File: src/rtl/bolme_denetleyici.sv
// ============================================================================
// bolme_denetleyici : execute-stage <-> iterative divider sequencer.
// Optional one-entry result cache: define BOLME_ONBELLEK_EN.  Rev 1.0
// ============================================================================
`default_nettype none

module bolme_denetleyici (
  input  logic        clk_i,
  input  logic        rst_i,
  input  logic        istek_gecerli_i,
  output logic        istek_hazir_o,
  input  logic [1:0]  islem_i,
  input  logic [31:0] bolunen_i,
  input  logic [31:0] bolen_i,
  input  logic        iptal_i,
  output logic        sonuc_gecerli_o,
  output logic [31:0] sonuc_o,
  input  logic        sonuc_al_i,
  output logic        bolme_basla_o,
  output logic [1:0]  bolme_islem_o,
  output logic [31:0] bolme_bolunen_o,
  output logic [31:0] bolme_bolen_o,
  input  logic        bolme_bitti_i,
  input  logic [31:0] bolme_sonuc_i
);

  typedef enum logic [1:0] {
    BOSTA   = 2'd0,
    BOLUYOR = 2'd1,
    SONUC   = 2'd2
  } durum_t;

  durum_t      r_durum;
  logic        r_basla;
  logic [1:0]  r_islem;
  logic [31:0] r_bolunen;
  logic [31:0] r_bolen;
  logic        r_sonuc_gecerli;
  logic [31:0] r_sonuc;
  logic        w_kabul;
  logic        w_isabet;
  logic [31:0] w_onb_sonuc;

  assign istek_hazir_o = (r_durum == BOSTA) & ~iptal_i;
  assign w_kabul       = istek_gecerli_i & istek_hazir_o;

`ifdef BOLME_ONBELLEK_EN
  logic        r_onb_gecerli;
  logic [1:0]  r_onb_islem;
  logic [31:0] r_onb_bolunen;
  logic [31:0] r_onb_bolen;
  logic [31:0] r_onb_sonuc;

  assign w_isabet = r_onb_gecerli & (islem_i == r_onb_islem) &
                    (bolunen_i == r_onb_bolunen) & (bolen_i == r_onb_bolen);
  assign w_onb_sonuc = r_onb_sonuc;

  // Only a completed, unflushed division refreshes the entry.
  always_ff @(posedge clk_i or posedge rst_i) begin
    if (rst_i) begin
      r_onb_gecerli <= 1'b0;
      r_onb_islem   <= 2'd0;
      r_onb_bolunen <= 32'd0;
      r_onb_bolen   <= 32'd0;
      r_onb_sonuc   <= 32'd0;
    end else if ((r_durum == BOLUYOR) && bolme_bitti_i && !iptal_i) begin
      r_onb_gecerli <= 1'b1;
      r_onb_islem   <= r_islem;
      r_onb_bolunen <= r_bolunen;
      r_onb_bolen   <= r_bolen;
      r_onb_sonuc   <= bolme_sonuc_i;
    end
  end
`else
  assign w_isabet    = 1'b0;
  assign w_onb_sonuc = 32'd0;
`endif

  always_ff @(posedge clk_i or posedge rst_i) begin
    if (rst_i) begin
      r_durum         <= BOSTA;
      r_basla         <= 1'b0;
      r_islem         <= 2'd0;
      r_bolunen       <= 32'd0;
      r_bolen         <= 32'd0;
      r_sonuc_gecerli <= 1'b0;
      r_sonuc         <= 32'd0;
    end else if (iptal_i) begin
      r_durum         <= BOSTA;
      r_basla         <= 1'b0;
      r_sonuc_gecerli <= 1'b0;
    end else begin
      case (r_durum)
        BOSTA: begin
          if (w_kabul) begin
            r_islem   <= islem_i;
            r_bolunen <= bolunen_i;
            r_bolen   <= bolen_i;
            if (w_isabet) begin
              r_sonuc         <= w_onb_sonuc;
              r_sonuc_gecerli <= 1'b1;
              r_durum         <= SONUC;
            end else begin
              r_basla <= 1'b1;
              r_durum <= BOLUYOR;
            end
          end
        end
        BOLUYOR: begin
          // Dropping start here guarantees the idle cycle the divider needs.
          if (bolme_bitti_i) begin
            r_sonuc         <= bolme_sonuc_i;
            r_basla         <= 1'b0;
            r_sonuc_gecerli <= 1'b1;
            r_durum         <= SONUC;
          end
        end
        SONUC: begin
          if (sonuc_al_i) begin
            r_sonuc_gecerli <= 1'b0;
            r_durum         <= BOSTA;
          end
        end
        default: begin
          r_basla         <= 1'b0;
          r_sonuc_gecerli <= 1'b0;
          r_durum         <= BOSTA;
        end
      endcase
    end
  end

  assign bolme_basla_o   = r_basla;
  assign bolme_islem_o   = r_islem;
  assign bolme_bolunen_o = r_bolunen;
  assign bolme_bolen_o   = r_bolen;
  assign sonuc_gecerli_o = r_sonuc_gecerli;
  assign sonuc_o         = r_sonuc;

endmodule

`default_nettype wire

File: config.mk
export PLATFORM = sky130hd
export DESIGN_NAME = bolme_denetleyici
export DESIGN_NICKNAME = d
export VERILOG_FILES = /design/src/rtl/bolme_denetleyici.sv
export SDC_FILE = /design/constraint.sdc
export NUM_CORES = 1
export LEC_CHECK = 0
export CORE_ASPECT_RATIO = 1.4
export CORE_MARGIN = 1
export CORE_UTILIZATION = 25
export DETAILED_ROUTE_END_ITERATION = 6
export GPL_ROUTABILITY_DRIVEN = 0
export GPL_TIMING_DRIVEN = 0
export SYNTH_ARGS = -nofsm -noshare
export SYNTH_HDL_FRONTEND = slang
export SYNTH_SLANG_ARGS = --single-unit
export TNS_END_PERCENT = 30
File: constraint.sdc
create_clock -name clk_i -period 5.75 [get_ports clk_i]
set_input_delay 1.15 -clock clk_i [delete_from_list [all_inputs] [get_ports clk_i]]
set_output_delay 1.15 -clock clk_i [all_outputs]
set_load 0.05 [all_outputs]
== Yosys cells after proc, flatten, opt, wreduce, memory -nomap -nowiden ==
Index checks and enable logic that the tools add are counted.

* Register bits: 102
* Latch bits: 0
* Bits in writable memories: 0
* Bits in read-only memories: 0
* Output and inout port bits: 101
* Logic and storage cells: 36
* Memories kept: 0

* $add $sub $neg: 0
* Multipliers: 0
* Div/mod/pow operators: 0
* Order comparisons: 0
* Equality and inequality tests: 7
* Shift operators: 0
* Mux-type cells: 13
* Bitwise logic cells: 3
* Reductions and logical operators: 6

{| class="wikitable"
|+ Operators by type and width
! kind !! count
|-
| $reduce_and 3->1 || 5
|-
| $ne 3x3->1 const B || 3
|-
| $mux 2 || 4
|-
| $mux 1 || 6
|-
| $pmux 1 s3 || 2
|-
| $pmux 2 s3 || 1
|-
| $ne 2x2->1 const B || 2
|-
| $and 1x1->1 || 2
|-
| $eq 2x1->1 const B || 1
|-
| $eq 2x2->1 const B || 1
|-
| $logic_not 2->1 || 1
|-
| $not 1->1 || 1
|}

== Depth between registers and ports, before layout ==
* Word-level depth: 6
* Mapped depth: 6
* Depth with buffers taken out: 3

== Worst setup path before layout ==
No wires, ideal clock.

* Kind: input -> output
* Start point: input port iptal_i
* End point: output port istek_hazir_o
* Data arrival time: 2144 ps
* Path slack: 2456 ps
* Stages: 3
* Path through: or2_1 -> buf_2 -> nor2_1

* Cells in the longest elaborated chain, start to end: 2

{| class="wikitable"
|+ RTL lines
! item !! line !! source
|-
| start, declared || 15 || <nowiki>input logic iptal_i,</nowiki>
|-
| $not 1->1 (no source line) || n/a ||
|-
| $and 1x1->1 || 44 || <nowiki>assign istek_hazir_o = (r_durum == BOSTA) & ~iptal_i;</nowiki>
|-
| end, declared || 11 || <nowiki>output logic istek_hazir_o,</nowiki>
|}

No other way between the ends.

== Worst setup path in the final report ==
Ends and elaborated chain as after synthesis.

==> summary.txt <==
post-synthesis async set-or-reset flop share: 100.0%
Multi-input gate area: 1359 um^2
Synth Warn #: 0
Worst Path Arrival: 2.91 ns
Ant. Diodes: 0
Hold Crit Class: reg2reg
clk sinks: 102
ratio of cells with drive above 1 in the final layout: 28.38%
Congestion Overflow GR: 0
max-cap viol count: 0
register-to-register setup slack: 3.86 ns
register area share after synthesis: 62.92%
Worst setup SP type: input pin
Die Ht: 152.7 um
CP max FO: 6
peak supply drop: 0.2566 mV
Worst-Margin Slew: 0.6283 ns
vias in the first global route: 3,052
fmax: 246.4 MHz
DRC violations left: 0
postcts setup bufs: 0
Pre-Repair DR Iteration Count: 4
top_reg_cell synth: dfrtp_1
dpl hpwl: 7.333 mm
Hold Crit Depth: 1
CTS Buf Count: 9
final worst path period share: 70.57%
CTS Buffer Depth: 2
Yosys cell types: 20
I/O pin total: 205
Via density: 4.125
Die W: 109.7 um
Place WS: 1.698 ns
final setup violation count: 0
final setup TNS: 0 ns
Clock Tree Root: clkbuf_16
ranking of synthesized cells by area: dfrtp_1 63%, mux2_2 16%, mux2_4 15%
Hold Vio Cnt, Final: 0
die area: 16,750 um^2
WHS Endpoint: bolme_bolunen_o[25]
Detailed Route WL: 9.832 mm
Req. time, crit path: 4.60 ns
I/O Buffers: 204
clk_lat worst skew: 0.34 ns
first-pass GRT wire length: 15.73 mm
total track usage: 12.36%
R2R Path End: bolme_bolunen_o[0]
worst r2r src: r_durum[1]
placed insts: 631
status: finished, final reports clean
Initial Util: 25.77%
cell with the most instances after synthesis: dfrtp_1
CTS tree: built
CTS H-tree depth: 3
WS Path Type: in2out
Final min period: 4.058 ns
hold_sp: bolme_bolunen_o[25]
PD cells: 432.7 nW/um^2
post-CTS sizing: 0
CP Capture Type: output pin
number of synthesized flops with an enable pin: 0
via count: 2,669
WL/cell: 15.20 um
Seq. cell area: 2552 um^2
Slew headroom: 58.12%
Final Non-Filler Cells: 647
RSZ-0062 raised after global routing: false
FP Rows: 54
cts hold-fix bufs: 0
Core ar.: 15,740 um^2
synthesis-stage register bit count: 102
most frequent cells after synthesis: 102 x dfrtp_1, 58 x mux2_2, 40 x mux2_4
area leader, netlist: dfrtp_1
initial antenna violation count: 0
Clk pin slew, worst setup/hold paths: 0.06 ns
Synth Area per Inst: 17.64 um^2
share of the synthesized area in the top cell type: 62.92%
largest net degree at the start of global routing: 57
drt first-iter violations: 29
Final WS setup: 1.692 ns
synthesized cell area: 4056 um^2
syn_nets: 334
Pleak: 2.767 nW
Synth Instances: 230
Pins Over Slew Limit: 0
fin nets: 550
Fill cells: 1,479
R2R cell count: 6
Worst Skew: 0.008286 ns
P&R area growth vs syn: 64.22%
Routed Antenna Nets: 0
[cells in the final DEF (no fill, tap or decap), types with 2 or more instances in the layout]
cell type,n
a21oi_1,2
buf_12,4
buf_4,5
clkbuf_1,2
clkbuf_16,9
clkbuf_8,2
clkdlybuf4s50_1,204
clkinvlp_4,3
dfrtp_1,102
mux2_2,58
mux2_4,40
nor2_1,4
nor3b_1,2
[cell families (layout without fill, tap and decap cells)]
group                  Yosys count  count (layout)  share of synthesized area (%)
AOI/OAI and AO/OA                5               5                         0.7403
muxes                           98              98                          30.91
DFF                            102             102                          62.92
buffers and inverters           14             235                          3.578
and+or+nand+nor                 11              11                          1.851
[layer usage]
layer	vias up	track usage (%)	share of wire, %
li1	1232	-	-
met1	1318	13.45	38
met2	114	21.77	53
met3	5	4.790	7.8
met4	0	3.619	0.91
met5	-	0	0
[worst max-delay path, stage by stage]
cell,delay (ns)
clkdlybuf4s50_1,0.45
or2_1,0.22
buf_2,0.16
nor2_1,0.09
clkdlybuf4s50_1,0.82
[how the worst max path moves through the flow]
| stage | start | end | slack [ns] | depth (start not counted) |
|---|---|---|---|---|
| detailed placement | iptal_i | istek_hazir_o | 1.70 | 5 |
| finish | iptal_i | istek_hazir_o | 1.69 | 5 |
| floorplan | rst_i | bolme_basla_o | 1.92 | 1 |
| global route | iptal_i | istek_hazir_o | 1.62 | 5 |
| CTS | iptal_i | istek_hazir_o | 1.68 | 5 |
| global placement | rst_i | bolme_bolunen_o[15] | 0.35 | 2 |
[flip-flops by register name (all words and copies together) (netlist names)]
register	flops
bolme_basla_o	1
sonuc_o	32
r_durum	2
sonuc_gecerli_o	1
bolme_bolunen_o	32
bolme_bolen_o	32
bolme_islem_o	2
[report_power, final]
| part | switching (mW) | internal (mW) | leakage (nW) |
|---|---|---|---|
| registers | 0.0888 | 0.890 | 1.21 |
| logic | 0.796 | 0.525 | 1.42 |
| clock network | 0.265 | 0.318 | 0.131 |
| total | 1.15 | 1.73 | 2.77 |
[metrics by stage]
step | hold slack [ns] | util, % | area (um^2) | power [mW]
global placement | 0.4904 | 40.30 | 6344 | 2.306
floorplan | 0.5966 | - | 4056 | 1.836
finish | 0.5036 | 42.31 | 6661 | 2.883
CTS | 0.5093 | 42.31 | 6661 | 2.934
global route | 0.5243 | 42.31 | 6661 | 3.019
detailed placement | 0.4937 | 40.49 | 6374 | 2.323
[final cells by class]
cell class	count	area share, %
sequential	102	38.32
timing repair buffer	205	31.07
multi-input combinational	114	20.40
clock buffer	12	3.850
tap	196	3.681
buffer	12	2.066
clock inverter	4	0.4696
inverter	2	0.1503
(Power assumes the default switching activity.)
